## src/rtl/mem_access_ctrl_pkg.sv

```systemverilog
// Shared definitions for the MEM-stage data memory access controller.
//   - controller state encoding
//   - default wait limit before a memory access is forced to complete
//   - address / data / register-index widths
//   - MEM/WB register layout
package mem_access_ctrl_pkg;

  typedef enum logic {
    IDLE = 1'b0,
    BUSY = 1'b1
  } macState_e;

  localparam int TIMEOUT_DEFAULT = 255;
  localparam int ADDR_W          = 32;
  localparam int DATA_W          = 32;
  localparam int REG_IDX_W       = 5;
  localparam int CNT_MIN_W       = 8;

  // MEM/WB register contents; an all-zero value is a bubble.
  typedef struct packed {
    logic                 regWrite;
    logic                 memtoReg;
    logic [DATA_W-1:0]    memRdata;
    logic [DATA_W-1:0]    aluData;
    logic [REG_IDX_W-1:0] regWaddr;
  } memWb_t;

  // Wait counter width: wide enough to reach TIMEOUT-1, never below 8 bits.
  function automatic int cntWidth(input int timeout);
    int w;
    w = $clog2(timeout);
    return (w > CNT_MIN_W) ? w : CNT_MIN_W;
  endfunction

endpackage

```

## src/rtl/mem_wait_timer.sv

```systemverilog
// Wait-cycle counter for an outstanding data memory access.
// Ports:
//   clk_i   - clock
//   start_i - asynchronous active-low reset
//   clr     - restart the count at zero (access being issued)
//   en      - count one more cycle spent waiting without acknowledge
//   tc      - count has reached TIMEOUT-1 (last cycle allowed to wait)
module mem_wait_timer #(
  parameter int TIMEOUT = 255,
  parameter int CNT_W   = 8
) (
  input  logic clk_i,
  input  logic start_i,
  input  logic clr,
  input  logic en,
  output logic tc
);

  logic [CNT_W-1:0] count;

  always_ff @(posedge clk_i or negedge start_i) begin
    if (!start_i) begin
      count <= '0;
    end else if (clr) begin
      count <= '0;
    end else if (en) begin
      count <= count + 1'b1;
    end
  end

  assign tc = (count == CNT_W'(TIMEOUT - 1));

endmodule

```

## src/rtl/mem_access_ctrl.sv

```systemverilog
// MEM-stage data memory access controller.
// Issues one memory request per load/store, stalls the pipeline until the
// memory acknowledges (or a wait limit expires) and produces the MEM/WB
// register. Misaligned accesses and timeouts raise a sticky error flag.
// Ports:
//   clk_i, start_i                  - clock, asynchronous active-low reset
//   RegWrite_i..RegWaddr_i          - EX/MEM register contents
//   mem_ack_i, mem_rdata_i          - memory completion strobe and read data
//   mem_req_o..mem_wdata_o          - memory request, held until completion
//   stall_o                         - freeze EX/MEM and upstream this cycle
//   RegWrite_o..RegWaddr_o          - MEM/WB register
//   err_o                           - sticky misalignment / timeout flag
module mem_access_ctrl
  import mem_access_ctrl_pkg::*;
#(
  parameter int TIMEOUT = TIMEOUT_DEFAULT
) (
  input  logic                 clk_i,
  input  logic                 start_i,
  input  logic                 RegWrite_i,
  input  logic                 MemtoReg_i,
  input  logic                 MemRead_i,
  input  logic                 MemWrite_i,
  input  logic [ADDR_W-1:0]    ALUdata_i,
  input  logic [DATA_W-1:0]    MemWdata_i,
  input  logic [REG_IDX_W-1:0] RegWaddr_i,
  input  logic                 mem_ack_i,
  input  logic [DATA_W-1:0]    mem_rdata_i,
  output logic                 mem_req_o,
  output logic                 mem_we_o,
  output logic [ADDR_W-1:0]    mem_addr_o,
  output logic [DATA_W-1:0]    mem_wdata_o,
  output logic                 stall_o,
  output logic                 RegWrite_o,
  output logic                 MemtoReg_o,
  output logic [DATA_W-1:0]    MemRdata_o,
  output logic [DATA_W-1:0]    ALUdata_o,
  output logic [REG_IDX_W-1:0] RegWaddr_o,
  output logic                 err_o
);

  localparam int CNT_W = cntWidth(TIMEOUT);

  macState_e state, stateNext;
  logic      access, aligned, issue, done, timeout;
  logic      stall, timerClr, timerEn, timerTc;
  memWb_t    memWb;

  // EX/MEM copy captured when the access is issued
  logic                 regWrite_p0;
  logic                 memtoReg_p0;
  logic [REG_IDX_W-1:0] regWaddr_p0;

  assign access  = MemRead_i | MemWrite_i;
  assign aligned = (ALUdata_i[1:0] == 2'b00);
  assign issue   = (state == IDLE) & access & aligned;
  // Acknowledge wins over a timeout landing in the same cycle.
  assign timeout = timerTc & ~mem_ack_i;
  assign done    = (state == BUSY) & (mem_ack_i | timeout);

  mem_wait_timer #(
    .TIMEOUT (TIMEOUT),
    .CNT_W   (CNT_W)
  ) uTimer (
    .clk_i   (clk_i),
    .start_i (start_i),
    .clr     (timerClr),
    .en      (timerEn),
    .tc      (timerTc)
  );

  always_comb begin
    stateNext = state;
    stall     = 1'b0;
    timerClr  = 1'b0;
    timerEn   = 1'b0;
    unique case (state)
      IDLE: begin
        if (access && aligned) begin
          stateNext = BUSY;
          stall     = 1'b1;
          timerClr  = 1'b1;
        end
      end
      BUSY: begin
        if (mem_ack_i || timeout) begin
          stateNext = IDLE;
        end else begin
          stall   = 1'b1;
          timerEn = 1'b1;
        end
      end
      default: stateNext = IDLE;
    endcase
  end

  // While reset is held the pipeline must not be frozen, even though an
  // aligned access may still be presented on the EX/MEM inputs.
  assign stall_o = stall & start_i;

  // ---- EX/MEM capture (no reset: only read after an issue) ----
  always_ff @(posedge clk_i) begin
    if (issue) begin
      regWrite_p0 <= RegWrite_i;
      memtoReg_p0 <= MemtoReg_i;
      regWaddr_p0 <= RegWaddr_i;
    end
  end

  // ---- memory request and MEM/WB register ----
  always_ff @(posedge clk_i or negedge start_i) begin
    if (!start_i) begin
      state       <= IDLE;
      mem_req_o   <= 1'b0;
      mem_we_o    <= 1'b0;
      mem_addr_o  <= '0;
      mem_wdata_o <= '0;
      memWb       <= '0;
      err_o       <= 1'b0;
    end else begin
      state <= stateNext;
      if (issue) begin
        mem_req_o   <= 1'b1;
        mem_we_o    <= MemWrite_i;
        mem_addr_o  <= ALUdata_i;
        mem_wdata_o <= MemWdata_i;
        memWb       <= '0;
      end else if (state == IDLE) begin
        // Non-access or misaligned access: single-cycle pass-through; a
        // misaligned access must not write back.
        memWb.regWrite <= RegWrite_i & ~access;
        memWb.memtoReg <= MemtoReg_i;
        memWb.memRdata <= '0;
        memWb.aluData  <= ALUdata_i;
        memWb.regWaddr <= RegWaddr_i;
        if (access) begin
          err_o <= 1'b1;
        end
      end else if (done) begin
        mem_req_o      <= 1'b0;
        memWb.regWrite <= regWrite_p0;
        memWb.memtoReg <= memtoReg_p0;
        memWb.memRdata <= (mem_ack_i && !mem_we_o) ? mem_rdata_i : '0;
        memWb.aluData  <= mem_addr_o;
        memWb.regWaddr <= regWaddr_p0;
        if (!mem_ack_i) begin
          err_o <= 1'b1;
        end
      end else begin
        memWb <= '0;
      end
    end
  end

  assign RegWrite_o = memWb.regWrite;
  assign MemtoReg_o = memWb.memtoReg;
  assign MemRdata_o = memWb.memRdata;
  assign ALUdata_o  = memWb.aluData;
  assign RegWaddr_o = memWb.regWaddr;

endmodule

```

## config.mk

```make
export PLATFORM = sky130hd
export DESIGN_NAME = mem_access_ctrl
export DESIGN_NICKNAME = d
export VERILOG_FILES = /design/src/rtl/mem_access_ctrl_pkg.sv /design/src/rtl/mem_wait_timer.sv /design/src/rtl/mem_access_ctrl.sv
export SDC_FILE = /design/constraint.sdc
export NUM_CORES = 1
export LEC_CHECK = 0
export CAP_MARGIN = 20
export CORE_MARGIN = 2
export CORE_UTILIZATION = 38
export DETAILED_ROUTE_END_ITERATION = 16
export PLACE_DENSITY = 0.76
export SLEW_MARGIN = 0
export SYNTH_ARGS = -nofsm -noshare
export SYNTH_HDL_FRONTEND = slang
export SYNTH_SLANG_ARGS = --single-unit
```

## constraint.sdc

```tcl
create_clock -name clk_i -period 1.7 [get_ports clk_i]
set_clock_uncertainty 0.05 [all_clocks]
set_input_delay 0.17 -clock clk_i [delete_from_list [all_inputs] [get_ports clk_i]]
set_output_delay 0.17 -clock clk_i [all_outputs]
set_load 0.02 [all_outputs]
```

==> key figures <==
Clock network
  – CTS Buf Count: 17
  – Clk pin slew, worst setup/hold paths: about 0.060 ns
  – Root Buffer: clkbuf_16
  – CTS tree: built
  – Clock buffer depth: 2
  – Clk sink count: 154
  – Clock latency on the worst-skew pair: a little over 0.4 ns
  – H-tree depth: 4

GRT
  – First-pass GRT wire length: approximately 25000 um
  – Global-route usage over all layers: roughly 20%
  – Vias in the first global route: roughly 4900
  – GRT overflow: 0
  – Initial antenna violation count: 0
  – Largest net degree at the start of global routing: 148

Yosys
  – Synth top area share: ~64%
  – Cells after synthesis: approximately 500
  – Top cells by area, synth: dfrtp_1, nand2_1, a32o_1, and2_1, edfxtp_1
  – Synth Register Bits: around 150
  – Syn nets: 609
  – Syn Std Cell Area: about 5700 um2
  – Top_reg_cell synth: dfrtp_1
  – Synth async-reset ratio: 95.5%
  – Post-synthesis sequential area ratio: about two thirds
  – Post-synth cell types: 34
  – Synth Area per Inst: ~11 um2
  – EDFF count, synth: 7
  – Synth warnings: 0
  – Synth area leader: dfrtp_1

Timing
  – Min Tclk post-route: 1.85 ns
  – Setup violations, final: 60
  – Final worst setup slack: -0.151 ns
  – Worst slew pin tran: slightly below 0.9 ns
  – Hold_ws: 0.235 ns
  – Tcrit/Tclk final: 109%
  – Unrepaired setup endpoints after global routing: yes
  – Fin. Hold Viols: 0
  – Fmax: about 540 MHz
  – Fin. max-slew vios: 0
  – Relative slew slack: approximately 41%

Floorplan
  – Die Wd: roughly 130 um
  – Initial Util: about 39%
  – Total core area: about 15000 um2
  – Ports: ~250
  – Row count: 44
  – Die Height: roughly 130 um
  – Die area: 16000 um2

Drt
  – Routed Antenna Nets: 0
  – Post-route DRC: 0
  – Vias per cell: around 5
  – Via Count: roughly 4800
  – Initial DRT Pass Iterations: 5
  – Wire length per cell: 16.6 um
  – Initial drt markers: 264
  – DRT Wirelength: around 16000 um

Critical path
  – CP required: around 1.5 ns
  – Critical path class: register to output pin
  – WP data arrival: between 1.5 and 2 ns
  – CP max FO: 4
  – Worst Setup End Kind: output pin
  – CP Launch Type: register

Layout
  – Fin cells: about 970
  – Share of cells above drive strength 1: 9.55%
  – Final #Nets: a little under 900
  – P&R area growth vs syn: 63.0%
  – Design Area, Final: between 9000 and 10000 um2
  – Antenna cells: 0
  – Layout fillers: roughly 1100

Run status
  – Outcome: finished with violations
  – Violated checks: negative setup slack

Place
  – Detailed placer's ending HPWL: about 11000 um
  – Port bufs: 246
  – Cell count after placement: just over 900
  – DP Area: ~8600 um2
  – DP Worst Slack: -0.463 ns
  – Gpl congestion: about 0.8

Power
  – Power Dens Cells: between 1000 and 1500 nW/um2
  – Peak supply drop: 0.611 mV
  – Pleak: 0.00430 uW

Job
  – Max cap viols: 0

Hold path
  – Worst min path class: primary input to register
cells in the final DEF, fill, tap and decap left out, types with 2 or more instances in the layout:
master,count
a32o_1,36
and2_1,34
buf_12,7
buf_4,24
buf_6,3
bufbuf_16,3
bufinv_16,2
clkbuf_1,4
clkbuf_16,17
clkbuf_8,4
clkdlybuf4s50_1,240
clkinv_2,5
dfrtp_1,147
dlymetal6s2s_1,4
edfxtp_1,7
ha_1,2
inv_1,3
nand2_1,196
nand3_1,5
nand4_1,2
nor2_1,7
o211ai_1,3
o21ai_0,5
o2bb2ai_1,2
o31ai_1,2
xor2_1,2
logic make-up after synthesis:
logic type / synth area share [%]
muxes: 0.175
xor gates and xnor gates: 0.307
DFF: 68.1
adders and majority gates: 0.438
and+or+nand+nor: 18.6
buffers and inverters: 3.39
AOI/OAI and AO/OA: 9.00
where the power goes:
group          switching, uW  internal, uW  leakage (uW)  total [uW]
Combinational           1380          1370       0.00207        2750
Clock                   1390          2270      0.000288        3660
Sequential               280          4180       0.00195        4460
layout make-up:
cell class	count	area (um2)	share of cell area, %
tap	184	230	2.47
clock buffer	24	482	5.17
inverter	5	26.3	0.282
clock inverter	8	91.3	0.981
multi-input combinational	310	1650	17.7
timing repair buffer	284	2940	31.6
sequential	154	3890	41.8
layer usage:
| layer | up-vias | routed length (um) | share of wire, % | global-route usage [%] |
|---|---|---|---|---|
| met5 | - | 0 | 0 | 0 |
| met4 | 0 | 290 | 1.8 | 7.89 |
| met3 | 27 | 1600 | 9.9 | 7.84 |
| met2 | 243 | 8170 | 51 | 34.8 |
| met1 | 2330 | 6070 | 38 | 23.1 |
| li1 | 2199 | - | - | - |
worst paths after layout:
path / startpoint / endpoint / slack [ns] / depth (start not counted)
max in group asynchronous: start_i / ALUdata_o[7]$_DFF_PN0_ / 0.53 / 3
min in group asynchronous: start_i / ALUdata_o[10]$_DFF_PN0_ / 0.33 / 3
worst max-delay path: state$_DFF_PN0_ / stall_o / -0.15 / 3
worst max register to register: state$_DFF_PN0_ / regWaddr_p0[2]$_DFFE_PN_ / -0.10 / 4
worst min-delay path: MemWdata_i[6] / mem_wdata_o[6]$_DFFE_PN0N_ / 0.23 / 3
worst min register to register: regWaddr_p0[4]$_DFFE_PN_ / RegWaddr_o[4]$_DFF_PN0_ / 0.41 / 1
cells in the mapped netlist (3+ instances only):
master	instances
nand2_1	197
clkbuf_1	14
buf_2	5
and2_1	34
o21ai_0	5
a32o_1	36
buf_6	4
dfrtp_1	147
edfxtp_1	7
nand3_1	5
o211ai_1	3
buf_4	7
nor2_1	7
inv_1	3
what timing repair did:
item | CTS | global route
buffers inserted | 2 | 0
pin swaps | 2 | 1
hold buffers | 1 | 0
cloned | 3 | 0
endpoints found under the hold margin | 147 | 0
endpoints found under the setup margin | 89 | 116
gates resized for setup | 15 | 7
flip-flops by register name, indices dropped and copies added (netlist names), 5 cells and up:
register,count
mem_addr_o,32
MemRdata_o,32
ALUdata_o,32
RegWaddr_o,5
mem_wdata_o,32
uTimer.count,8
regWaddr_p0,5
metrics by stage:
step,setup TNS [ns],utilization (%),power [uW]
2_1_floorplan,0,-,5640
6_report,-2.47,63.8,10900
4_1_cts,-3.18,63.7,11000
3_3_place_gp,-29.75,58.8,7150
3_5_place_dp,-33.78,58.8,7240
5_1_grt,-6.65,63.8,11400
worst max-delay path, stage by stage (launching register included):
cell and delay (ns):
dfrtp_1 0.38, or4_4 0.57, a21boi_4 0.15, buf_6 0.13
(Power assumes the default switching activity.)
